===== config.mk =====
export PLATFORM = sky130hd
export DESIGN_NAME = serial_add_ctrl
export DESIGN_NICKNAME = d
export VERILOG_FILES = /design/src/rtl/serial_add_ctrl.sv
export SDC_FILE = /design/constraint.sdc
export NUM_CORES = 1
export LEC_CHECK = 0
export ABC_AREA = 1
export BUFFER_PORTS_ARGS = -buffer_cell sky130_fd_sc_hd__buf_2
export CAP_MARGIN = 20
export CORE_MARGIN = 3
export CORE_UTILIZATION = 55
export DETAILED_ROUTE_END_ITERATION = 8
export PLACE_DENSITY = 0.77
export SLEW_MARGIN = 40
export SYNTH_ARGS = -nofsm -noshare
export SYNTH_HDL_FRONTEND = slang
export SYNTH_SLANG_ARGS = --single-unit

===== constraint.sdc =====
create_clock -name clk -period 1.68 [get_ports clk]
set_input_delay 0.252 -clock clk [delete_from_list [all_inputs] [get_ports clk]]
set_output_delay 0.252 -clock clk [all_outputs]
set_load 0.005 [all_outputs]

===== src/rtl/serial_add_ctrl.sv =====
// rtl/serial_add_ctrl.sv - bit-serial WIDTH-bit adder with valid/ready handshakes
// Optional subtract mode (sub port, a-b as a+~b+1) enabled by SERIAL_ADD_SUB_EN.

module half_adder (
    input  logic x,
    input  logic y,
    output logic s,
    output logic c
);
    assign s = x ^ y;
    assign c = x & y;
endmodule

module serial_add_ctrl #(
    parameter int WIDTH = 8
) (
    input  logic             clk,
    input  logic             rst_n,
`ifdef SERIAL_ADD_SUB_EN
    input  logic             sub,
`endif
    input  logic             in_valid,
    output logic             in_ready,
    input  logic [WIDTH-1:0] a,
    input  logic [WIDTH-1:0] b,
    output logic             out_valid,
    input  logic             out_ready,
    output logic [WIDTH-1:0] sum,
    output logic             cout,
    output logic             busy
);
    localparam int CNT_W = $clog2(WIDTH) + 1;

    localparam logic [1:0] ST_IDLE = 2'd0;
    localparam logic [1:0] ST_RUN  = 2'd1;
    localparam logic [1:0] ST_DONE = 2'd2;

    logic [1:0]       state;
    logic [WIDTH-1:0] a_sr;
    logic [WIDTH-1:0] b_sr;
    logic [WIDTH-1:0] sum_r;
    logic [WIDTH-1:0] sum_shift;
    logic             cout_r;
    logic             carry;
    logic [CNT_W-1:0] bit_cnt;
    logic             last_bit;

    logic             init_carry;
    logic [WIDTH-1:0] b_load;

`ifdef SERIAL_ADD_SUB_EN
    // Subtraction reuses the adder: invert b and seed the carry with 1.
    assign init_carry = sub;
    assign b_load     = sub ? ~b : b;
`else
    assign init_carry = 1'b0;
    assign b_load     = b;
`endif

    logic ha0_s, ha0_c, fa_s, ha1_c, fa_c;

    half_adder u_ha0 (.x(a_sr[0]), .y(b_sr[0]), .s(ha0_s), .c(ha0_c));
    half_adder u_ha1 (.x(ha0_s),   .y(carry),   .s(fa_s),  .c(ha1_c));
    assign fa_c = ha0_c | ha1_c;

    // Result bits enter at the MSB so after WIDTH shifts bit 0 sits at sum[0].
    always_comb begin
        sum_shift            = sum_r >> 1;
        sum_shift[WIDTH-1]   = fa_s;
    end

    assign last_bit = (bit_cnt == CNT_W'(WIDTH - 1));

    always_ff @(posedge clk or negedge rst_n) begin
        if (!rst_n) begin
            state   <= ST_IDLE;
            a_sr    <= '0;
            b_sr    <= '0;
            sum_r   <= '0;
            cout_r  <= 1'b0;
            carry   <= 1'b0;
            bit_cnt <= '0;
        end else begin
            case (state)
                ST_IDLE: begin
                    if (in_valid) begin
                        a_sr    <= a;
                        b_sr    <= b_load;
                        carry   <= init_carry;
                        bit_cnt <= '0;
                        state   <= ST_RUN;
                    end
                end
                ST_RUN: begin
                    a_sr    <= a_sr >> 1;
                    b_sr    <= b_sr >> 1;
                    sum_r   <= sum_shift;
                    carry   <= fa_c;
                    bit_cnt <= bit_cnt + CNT_W'(1);
                    if (last_bit) begin
                        cout_r <= fa_c;
                        state  <= ST_DONE;
                    end
                end
                ST_DONE: begin
                    if (out_ready) begin
                        state <= ST_IDLE;
                    end
                end
                default: state <= ST_IDLE;
            endcase
        end
    end

    assign in_ready  = (state == ST_IDLE);
    assign out_valid = (state == ST_DONE);
    assign busy      = (state != ST_IDLE);
    assign sum       = sum_r;
    assign cout      = cout_r;
endmodule


==> key figures <==
Clock tree
  – Clk Latency, worst-skew pair: about 0.34 ns
  – Maximum count of clock buffers along a single path: 2
  – Clock tree from TritonCTS: built
  – Master cell of the clock root buffer: sky130_fd_sc_hd__clkbuf_4
  – Number of levels in the clock H-tree: 2
  – Post-cts sizing count: 0
  – Clk sinks: 32
  – Worst-path clk slew: around 0.10 ns
  – TritonCTS Buffers: 5

Placed design
  – Global placer's final weighted congestion: 0.825
  – Count of port buffers added during placement: 31
  – DP Wirelength: roughly 2000 um
  – Post-placement cell area: 1590 sq um

Yosys
  – Sequential share of the synthesized area: 0.555
  – Gate count of the mapped netlist: between 150 and 200
  – Post-synth top area share: 0.555
  – Net count after synthesis: 183
  – Number of warning messages in the yosys log: 0
  – Synth Register Bits: 32
  – Cell taking the most area after synthesis: sky130_fd_sc_hd__dfrtp_1
  – Mapped Avg Cell Area: 8.96 sq um
  – Cell area after technology mapping: 1440 sq um
  – Most area-consuming cells after synthesis: sky130_fd_sc_hd__dfrtp_1 56%, sky130_fd_sc_hd__nand3_1 18%, sky130_fd_sc_hd__nand2_1 9.6%, sky130_fd_sc_hd__o21ai_1 3.5%, sky130_fd_sc_hd__inv_1 1.8%
  – Number of distinct library cells after synthesis: 20

Timing
  – Slew of the pin with the lowest slew margin: 0.683 ns
  – Max Transition Viols Final: 0
  – Number of hold violations in the final report: 0
  – Setup TNS Final: 0 ns
  – Worst slew margin relative to its limit: 0.544
  – Worst Skew: 0.0152 ns
  – Unrepaired setup endpoints after global routing: no
  – Final worst-path cycle share: 0.862
  – Number of failing setup endpoints in the final timing report: 0
  – Max Clock Freq: 690 MHz
  – Shortest clock period the worst path allows after layout: 1.45 ns

GRT
  – Total gr overflow: 0
  – Global routing usage summed across all routing layers: 0.207
  – Pin count of the biggest net entering global routing: 33
  – Initial antenna violation count: 0
  – Vias in the first global route: 1179
  – Global-route wire length before repair: around 5200 um

Floorplan
  – DIE WIDTH: 57.2 um
  – Row cnt: 17
  – Count of boundary I/O pins: 32
  – Starting density of the core: 0.617
  – Total die area: 3270 sq um
  – Core footprint: around 2300 sq um
  – Vert. Die Dim: 57.2 um

Setup path
  – Maximum cell stage delay along the critical path: roughly 0.46 ns
  – Arrival time of the worst setup path: 1.20 ns
  – Largest delay contributor family on the critical path: flip-flops
  – CP max FO: 8
  – Worst Path Buf+Inv: 2
  – Required time at the endpoint of the critical path: 1.43 ns
  – Worst-path cell chain: nor2_4, buf_12, buf_2
  – CP endpoint kind: output pin
  – Flop2flop setup slack: 0.39 ns
  – Worst setup path class: flop to output pin
  – Worst Setup Start Kind: flop
  – Cell at the slowest stage of the critical path: sky130_fd_sc_hd__dfrtp_1

Route
  – Via/cell ratio: 5.50
  – Wire length reported by the detailed router: roughly 3200 um
  – Routed wirelength normalized by instance count: approximately 14 um
  – Final ANT Viol Nets: 0
  – Via count of the routed design: 1242
  – Starting DRC count in detailed routing: 55
  – Post-detailed-route DRC marker count: 0
  – Number of search-and-repair iterations in the first detailed-routing pass: 4

Run
  – Max-capacitance violation count: 0

Power and ir drop
  – Peak VDD IR: 0.00129 V
  – Static leakage: roughly 0.88 nW
  – Pwr Density: 1730 nW/um^2

Layout
  – Util after Layout: 0.725
  – Final cell area excluding filler cells: 1700 sq um
  – # fillers: 182
  – Area growth from synthesis to layout: 17.5%
  – Ratio of cells with drive above 1 in the final layout: 0.247
  – Count of inserted antenna diode cells: 0
  – Number of nets in the final layout: 220

Outcome
  – Status: completed

Worst hold path
  – Kind of path behind the tightest hold check: input pin to flop
==> report_power, final <==
part           switching (mW)  internal (mW)
logic                   0.716          0.496
registers               0.225           1.09
clock network           0.250          0.154
total                    1.19           1.74
==> layer usage <==
metal | track usage | vias to the layer above | share of wire | wire (um)
li1 | - | 610 | - | -
met1 | 0.248 | 573 | 0.41 | 1330
met2 | 0.338 | 49 | 0.50 | 1610
met3 | 0.0792 | 10 | 0.065 | 210
met4 | 0.0795 | 0 | 0.021 | 67
met5 | 0 | - | 0 | 0
==> synth_stat cells <==
| library cell | n |
|---|---|
| sky130_fd_sc_hd__nand3_1 | 52 |
| sky130_fd_sc_hd__buf_2 | 5 |
| sky130_fd_sc_hd__inv_1 | 7 |
| sky130_fd_sc_hd__o21ai_0 | 1 |
| sky130_fd_sc_hd__nand2_2 | 1 |
| sky130_fd_sc_hd__o31ai_1 | 1 |
| sky130_fd_sc_hd__buf_6 | 2 |
| sky130_fd_sc_hd__ha_1 | 1 |
| sky130_fd_sc_hd__inv_2 | 1 |
| sky130_fd_sc_hd__dfrtp_1 | 32 |
| sky130_fd_sc_hd__buf_4 | 1 |
| sky130_fd_sc_hd__nor2_4 | 1 |
| sky130_fd_sc_hd__nand2_4 | 1 |
| sky130_fd_sc_hd__clkbuf_1 | 1 |
| sky130_fd_sc_hd__nor2_1 | 4 |
| sky130_fd_sc_hd__inv_6 | 1 |
| sky130_fd_sc_hd__fa_1 | 1 |
| sky130_fd_sc_hd__nand2_1 | 37 |
| sky130_fd_sc_hd__nand4_1 | 1 |
| sky130_fd_sc_hd__o21ai_1 | 10 |
==> kinds of logic (layout without fill, tap and decap cells) <==
family          Yosys count  after routing  synth area share
simple gates             97             97             0.311
flops                    32             32             0.555
compound gates           12             12            0.0434
fa+ha+maj                 2              2            0.0225
buf+inv                  18             55            0.0676
==> flip-flops by register name (all words and copies together), names as in the netlist <==
register and count:
a_sr 8, b_sr 8, sum 8, bit_cnt 4, state 2, carry 1, cout 1
==> cell type report <==
cell class / count / area (sq um) / area share
Clock buffer: 6 / 41.3 / 0.0244
Clock inverter: 1 / 5.00 / 0.00295
Inverter: 9 / 38.8 / 0.0229
Multi-Input combinational cell: 111 / 544 / 0.321
Sequential cell: 32 / 801 / 0.472
Tap cell: 28 / 35.0 / 0.0207
Timing Repair Buffer: 39 / 230 / 0.136
==> stage by stage <==
stage / setup slack [ns] / std cells / hold WS (ns) / total power [mW]
after floorplan: 0.604 / 161 / -0.0436 / 2.12
after global placement: 0.420 / 213 / 0.329 / 2.35
after detailed placement: 0.376 / 213 / 0.333 / 2.42
after CTS: 0.0233 / 221 / 0.0994 / 2.82
after global routing: 0.164 / 226 / 0.0835 / 3.17
final: 0.232 / 226 / 0.104 / 2.93
==> final timing paths <==
path / endpoint / cells past startpoint / from
max in group asynchronous: b_sr[3] / 2 / rst_n
min: a_sr[7] / 3 / a[7]
min reg2reg: cout / 2 / cout
max reg2reg: state[0] / 5 / state[1]
max: in_ready / 3 / state[0]
min in group asynchronous: sum[0] / 2 / rst_n
==> tightest hold or removal path, stage by stage <==
cell and delay, ns:
sky130_fd_sc_hd__buf_2 0.08, sky130_fd_sc_hd__nand2_1 0.04, sky130_fd_sc_hd__nand2_1 0.04
==> placed cells by master, fill, tap and decap left out, drive strengths merged <==
cell type    synthesis  routed
clkinv               0       1
nand2               39      39
o31ai                1       1
inv                  9       9
buf                  8      38
ha                   1       1
dfrtp               32      32
clkbuf               1       6
nor2                 5       5
o21ai               11      11
dlygate4sd3          0       1
nand3               52      52
nand4                1       1
fa                   1       1
==> what timing repair did <==
item	4_1_cts	5_1_grt
setup endpoints to repair	0	1
hold buffers	1	0
setup buffers	0	5
hold endpoints to repair	32	0
Power figures use the tool's default switching activity.
